$ cat config.mk
export PLATFORM = sky130hd
export DESIGN_NAME = idma_obi_nchan_dispatch
export DESIGN_NICKNAME = d
export VERILOG_FILES = /design/src/rtl/idma_pkg.sv /design/src/rtl/idma_dispatch_order_fifo.sv /design/src/rtl/idma_obi_nchan_dispatch.sv
export SDC_FILE = /design/constraint.sdc
export NUM_CORES = 1
export LEC_CHECK = 0
export CORE_AREA = 3 3 296 298
export CTS_CLUSTER_SIZE = 40
export DETAILED_ROUTE_END_ITERATION = 6
export DIE_AREA = 0 0 299 301
export DONT_BUFFER_PORTS = 1
export HOLD_SLACK_MARGIN = 0.08
export PLACE_DENSITY = 0.3
export SLEW_MARGIN = 20
export SYNTH_ARGS = -nofsm -noshare
export SYNTH_HDL_FRONTEND = slang
export SYNTH_SLANG_ARGS = --single-unit
export TNS_END_PERCENT = 20
$ cat constraint.sdc
create_clock -name clk_i -period 6.8 [get_ports clk_i]
set_input_delay 0.68 -clock clk_i [delete_from_list [all_inputs] [get_ports clk_i]]
set_output_delay 0.68 -clock clk_i [all_outputs]
set_load 0.005 [all_outputs]
$ cat src/rtl/idma_pkg.sv
// Shared defaults and helpers for the multi-channel iDMA dispatch front stage.
package idma_pkg;

    localparam int unsigned NumChanDef        = 4;
    localparam int unsigned ReqWidthDef       = 128;
    localparam int unsigned RspWidthDef       = 40;
    localparam int unsigned NumOutstandingDef = 8;
    localparam int unsigned MaxChan           = 32;

    // One-hot channel vector; callers size-cast the result down to their channel count.
    function automatic logic [MaxChan-1:0] chan_onehot(input int unsigned idx);
        logic [MaxChan-1:0] oh;
        oh = MaxChan'(1) << idx;
        return oh;
    endfunction

endpackage

$ cat src/rtl/idma_dispatch_order_fifo.sv
// Order FIFO remembering which channel issued each in-flight backend request.
module idma_dispatch_order_fifo #(
    parameter int unsigned Depth = 8,
    parameter int unsigned Width = 2
) (
    input  logic             clk_i,
    input  logic             rst_i,
    input  logic             push_i,
    input  logic [Width-1:0] data_i,
    input  logic             pop_i,
    output logic [Width-1:0] data_o,
    output logic             full_o,
    output logic             empty_o
);

    localparam int unsigned PtrW = $clog2(Depth);

    // Extra MSB on each pointer distinguishes full from empty.
    logic [PtrW:0]      wr_ptr_reg;
    logic [PtrW:0]      rd_ptr_reg;
    logic [Width-1:0]   mem [Depth];

    assign empty_o = (wr_ptr_reg == rd_ptr_reg);
    assign full_o  = (wr_ptr_reg[PtrW] != rd_ptr_reg[PtrW]) &&
                     (wr_ptr_reg[PtrW-1:0] == rd_ptr_reg[PtrW-1:0]);
    assign data_o  = mem[rd_ptr_reg[PtrW-1:0]];

    always_ff @(posedge clk_i or posedge rst_i) begin
        if (rst_i) begin
            wr_ptr_reg <= '0;
            rd_ptr_reg <= '0;
        end else begin
            if (push_i && !full_o) begin
                wr_ptr_reg <= wr_ptr_reg + 1'b1;
            end
            if (pop_i && !empty_o) begin
                rd_ptr_reg <= rd_ptr_reg + 1'b1;
            end
        end
    end

    always_ff @(posedge clk_i) begin
        if (push_i && !full_o) begin
            mem[wr_ptr_reg[PtrW-1:0]] <= data_i;
        end
    end

endmodule

$ cat src/rtl/idma_obi_nchan_dispatch.sv
// Round-robin multiplexer of NumChan iDMA frontends onto one OBI backend, with
// in-order response routing back to the issuing channel.
module idma_obi_nchan_dispatch
    import idma_pkg::*;
#(
    parameter int unsigned NumChan        = NumChanDef,
    parameter int unsigned ReqWidth       = ReqWidthDef,
    parameter int unsigned RspWidth       = RspWidthDef,
    parameter int unsigned NumOutstanding = NumOutstandingDef,
    parameter int unsigned ChanIdxWidth   = $clog2(NumChan),
    parameter int unsigned CntWidth       = $clog2(NumOutstanding + 1)
) (
    input  logic                         clk_i,
    input  logic                         rst_i,
    input  logic [NumChan*ReqWidth-1:0]  chan_req_i,
    input  logic [NumChan-1:0]           chan_req_valid_i,
    output logic [NumChan-1:0]           chan_req_ready_o,
    output logic [RspWidth-1:0]          chan_rsp_o,
    output logic [NumChan-1:0]           chan_rsp_valid_o,
    input  logic [NumChan-1:0]           chan_rsp_ready_i,
    output logic [ReqWidth-1:0]          be_req_o,
    output logic                         be_req_valid_o,
    input  logic                         be_req_ready_i,
    input  logic [RspWidth-1:0]          be_rsp_i,
    input  logic                         be_rsp_valid_i,
    output logic                         be_rsp_ready_o,
    output logic [NumChan*CntWidth-1:0]  chan_outstanding_o,
    output logic                         busy_o,
    output logic                         err_o
);

    logic                    fifo_full;
    logic                    fifo_empty;
    logic [ChanIdxWidth-1:0] head_idx;
    logic [ChanIdxWidth-1:0] winner;
    logic [ChanIdxWidth-1:0] rr_ptr_reg;
    logic [ChanIdxWidth-1:0] lock_idx_reg;
    logic                    lock_reg;
    logic                    err_reg;
    logic                    win_valid;
    logic                    req_hs;
    logic                    rsp_hs;
    logic [NumChan-1:0]      win_oh;
    logic [NumChan-1:0]      head_oh;

    // Scan downwards so the last hit is the channel closest to the RR pointer.
    always_comb begin
        winner    = rr_ptr_reg;
        win_valid = 1'b0;
        if (lock_reg) begin
            winner    = lock_idx_reg;
            win_valid = chan_req_valid_i[lock_idx_reg];
        end else begin
            for (int i = NumChan - 1; i >= 0; i--) begin
                if (chan_req_valid_i[(int'(rr_ptr_reg) + i) % NumChan]) begin
                    winner    = ChanIdxWidth'((int'(rr_ptr_reg) + i) % NumChan);
                    win_valid = 1'b1;
                end
            end
        end
    end

    // Reset gates the combinational handshakes so nothing is offered while state is being cleared.
    assign be_req_valid_o   = win_valid & ~fifo_full & ~rst_i;
    assign be_req_o         = chan_req_i[32'(winner)*ReqWidth +: ReqWidth];
    assign win_oh           = NumChan'(chan_onehot(32'(winner)));
    assign chan_req_ready_o = {NumChan{be_req_valid_o & be_req_ready_i}} & win_oh;
    assign req_hs           = be_req_valid_o & be_req_ready_i;

    assign head_oh          = NumChan'(chan_onehot(32'(head_idx)));
    assign chan_rsp_valid_o = (be_rsp_valid_i & ~fifo_empty) ? head_oh : '0;
    assign be_rsp_ready_o   = ~fifo_empty & chan_rsp_ready_i[head_idx];
    assign chan_rsp_o       = be_rsp_i;
    assign rsp_hs           = be_rsp_valid_i & be_rsp_ready_o;

    assign busy_o = ~fifo_empty;
    assign err_o  = err_reg;

    idma_dispatch_order_fifo #(
        .Depth (NumOutstanding),
        .Width (ChanIdxWidth)
    ) u_order_fifo (
        .clk_i   (clk_i),
        .rst_i   (rst_i),
        .push_i  (req_hs),
        .data_i  (winner),
        .pop_i   (rsp_hs),
        .data_o  (head_idx),
        .full_o  (fifo_full),
        .empty_o (fifo_empty)
    );

    always_ff @(posedge clk_i or posedge rst_i) begin
        if (rst_i) begin
            rr_ptr_reg   <= '0;
            lock_reg     <= 1'b0;
            lock_idx_reg <= '0;
            err_reg      <= 1'b0;
        end else begin
            lock_reg     <= be_req_valid_o & ~be_req_ready_i;
            lock_idx_reg <= winner;
            if (req_hs) begin
                rr_ptr_reg <= (winner == ChanIdxWidth'(NumChan - 1)) ? '0 : winner + 1'b1;
            end
            if (be_rsp_valid_i && fifo_empty) begin
                err_reg <= 1'b1;
            end
        end
    end

    for (genvar gi = 0; gi < NumChan; gi++) begin : g_cnt
        logic                inc;
        logic                dec;
        logic [CntWidth-1:0] cnt_reg;

        assign inc = req_hs && (winner == ChanIdxWidth'(gi));
        assign dec = rsp_hs && (head_idx == ChanIdxWidth'(gi));
        assign chan_outstanding_o[gi*CntWidth +: CntWidth] = cnt_reg;

        always_ff @(posedge clk_i or posedge rst_i) begin
            if (rst_i) begin
                cnt_reg <= '0;
            end else if (inc && !dec) begin
                cnt_reg <= cnt_reg + 1'b1;
            end else if (dec && !inc) begin
                cnt_reg <= cnt_reg - 1'b1;
            end
        end
    end

endmodule

==> impl_metrics.env <==
export IMPL_status="completed"
export IMPL_drv_cap=0
export IMPL_cp_required_ns=6.12
export IMPL_yosys_register_bits=46
export IMPL_p_switching_w=0.00170
export IMPL_cts_buffer_depth=2
export IMPL_cts_sinks=46
export IMPL_post_cts_resized=0
export IMPL_drtIter0Drc=279
export IMPL_netlist_cell_type_count=49
export IMPL_pwr_share_seq_pct=17.1
export IMPL_relSlewSlack_pct=34.0
export IMPL_final_cell_mix="mux2i_1, dfrtp_1, nand2_1, xnor2_1, ha_1"
export IMPL_fin_skew_ns=0.0104
export IMPL_core_sq_um=85100
export IMPL_setup_tns_ns=0
export IMPL_final_core_util_pct=9.61
export IMPL_cp_start_kind="input port"
export IMPL_hold_viol_final=0
export IMPL_rsz0062_at_grt="false"
export IMPL_drt_pre_antenna_iters=4
export IMPL_cts_max_level=2
export IMPL_end_kind="output pin"
export IMPL_gp_congestion=0.947
export IMPL_pwr_share_clk_pct=8.0
export IMPL_vias=5517
export IMPL_initial_core_util_pct=8.34
export IMPL_fmax_mhz=242
export IMPL_clk_latency_ns=0.30
export IMPL_grt_pass1_vias=5573
export IMPL_antenna_found_initial=26
export IMPL_die_y_um=301
export IMPL_syn_to_final_growth_pct=15.2
export IMPL_synth_area_sq_um=7100
export IMPL_final_max_slew_violation_count=0
export IMPL_dieArea_sq_um=90000
export IMPL_dp_hpwl_um=44000
export IMPL_yosysSeqAreaShare_pct=17.3
export IMPL_final_fill_count=9924
export IMPL_grt_start_max_net_pins=112
export IMPL_fin_crit_ns=4.13
export IMPL_pre_cts_slack_ns=2.75
export IMPL_drcViolationCount=0
export IMPL_cts_tree="built"
export IMPL_ios=760
export IMPL_die_w_um=299
export IMPL_fin_crit_sh_pct=60.7
export IMPL_grtUsageTotal_pct=9.93
export IMPL_final_common_cell="mux2i_1"
export IMPL_startpoint="chan_req_valid_i[0]"
export IMPL_final_nets=1206
export IMPL_portBuffers=0
export IMPL_wl_per_cell_um=27.3
export IMPL_synth_edf_count=16
export IMPL_grt_pass1_wl_um=59200
export IMPL_p_int_w=0.00160
export IMPL_worstReg2RegStart="rr_ptr_reg[0]$_DFFE_PP0P_"
export IMPL_via_per_inst=3.11
export IMPL_ff_latch_area_sq_um=1230
export IMPL_synthArstFlopShare_pct=65.2
export IMPL_syn_instance_count=693
export IMPL_hold_path_class="in2async"
export IMPL_postCtsSetupBuffers=0
export IMPL_layout_drive_gt1_share_pct=5.96
export IMPL_setup_violations=0
export IMPL_peakVddDrop_v=0.000316
export IMPL_p_comb_share_pct=75.0
export IMPL_cts_root_buf="clkbuf_16"
export IMPL_overflow=0
export IMPL_clk_pin_slew_ns=0.08
export IMPL_swShare_pct=51.5
export IMPL_cp_arrival_ns=3.45
export IMPL_rows=107
export IMPL_power_density_nw_per_um2=403
export IMPL_ant_nets=0
export IMPL_cts_hold_buffers_added=0
export IMPL_ys_flop_type="dfrtp_1"
export IMPL_synth_nets=1279
export IMPL_drt_wl_total_um=48400
export IMPL_tightest_slew_ns=0.990
export IMPL_syn_mean_instance_area_sq_um=10.2
export IMPL_setup_ws_ns=2.67
export IMPL_numCtsBuffers=5
export IMPL_crit_path_max_fanout=71
export IMPL_p_leak_nw=3.39
export IMPL_worst_setup_path_type="in2out"
export IMPL_yosys_warnings=0
export IMPL_multi_input_area_sq_um=5190
==> power by group through the flow <==
stage | sequential [W] | combinational [W] | clock [W]
after global routing | 0.000582 | 0.00268 | 0.000286
after detailed placement | 0.000574 | 0.00251 | 0
final | 0.000563 | 0.00247 | 0.000263
after floorplan | 0.000478 | 0.00205 | 0
after global placement | 0.000573 | 0.00248 | 0
after CTS | 0.000568 | 0.00252 | 0.000275
==> Yosys cell counts (3+ instances only) <==
| master | n | area (sq um) |
|---|---|---|
| nand3_1 | 4 | 20.0 |
| dfrtp_1 | 30 | 751 |
| mux2i_1 | 390 | 3900 |
| inv_1 | 12 | 45.0 |
| buf_4 | 73 | 548 |
| nor3b_1 | 4 | 30.0 |
| ha_1 | 18 | 225 |
| and3_1 | 4 | 25.0 |
| buf_2 | 14 | 70.1 |
| o21ai_0 | 5 | 25.0 |
| xor2_1 | 6 | 52.6 |
| nor2b_1 | 4 | 25.0 |
| edfxtp_1 | 16 | 480 |
| a21oi_1 | 8 | 40.0 |
| mux4_2 | 3 | 67.6 |
| nand2_1 | 21 | 78.8 |
| mux2_2 | 5 | 56.3 |
| a21o_1 | 5 | 37.5 |
| xnor2_1 | 19 | 166 |
| fa_1 | 4 | 80.1 |
| nor2_1 | 13 | 48.8 |
==> path summary, 6_finish.rpt <==
| kind | endpoint | slack, ns | cells past startpoint |
|---|---|---|---|
| worst min-delay path | lock_idx_reg[0]$_DFF_PP0_ | 0.37 | 2 |
| worst max register to register | g_cnt[1].cnt_reg[3]$_DFFE_PP0P_ | 3.33 | 15 |
| max in group asynchronous | g_cnt[2].cnt_reg[1]$_DFFE_PP0P_ | 6.10 | 2 |
| worst max-delay path | be_req_o[37] | 2.67 | 8 |
| worst min register to register | g_cnt[0].cnt_reg[3]$_DFFE_PP0P_ | 0.50 | 1 |
| min in group clk_i | lock_reg$_DFF_PP0_ | 0.44 | 1 |
==> layer usage <==
metal  global-route usage (%)  vias up  part of all wire (%)
met2                     17.4      407                    49
li1                         -     2398                     -
met4                    0.979        6                  0.90
met1                     11.8     2661                    40
met5                        0        -                 0.097
met3                     4.05       45                    10
==> worst max-delay path: stages <==
cell and delay [ns]:
nor2b_1 0.19, a21oi_1 0.07, a21oi_1 0.18, o31ai_2 0.07, buf_4 0.20, inv_8 0.43
buf_4 0.90, mux2i_1 0.45
==> cell type report <==
cell class,count,share of cell area [%]
tap,1144,17.5
inverter,14,0.734
clock inverter,3,0.352
antenna,8,0.245
clock buffer,5,1.53
timing repair buffer,9,1.13
sequential,46,15.0
multi-input combinational,544,63.5
==> through the flow <==
stage	instances	total power, W	hold slack (ns)	instance area, sq um
6_report	1773	0.00330	0.369	8180
5_1_grt	1767	0.00354	0.408	8170
4_1_cts	1765	0.00336	0.380	8160
3_5_place_dp	1757	0.00309	0.486	8010
3_3_place_gp	1757	0.00306	0.483	8010
2_1_floorplan	693	0.00253	0.461	7100
==> cell families after synthesis <==
logic type | after synthesis | synth area share [%]
buffers and inverters | 103 | 9.76
adder cells (fa/ha/maj) | 22 | 4.30
XOR/XNOR | 25 | 3.08
AO/OA/AOI/OAI | 29 | 2.87
flip-flops | 46 | 17.3
multiplexers | 401 | 57.4
AND/OR/NAND/NOR | 67 | 5.27
(Power assumes the default switching activity.)
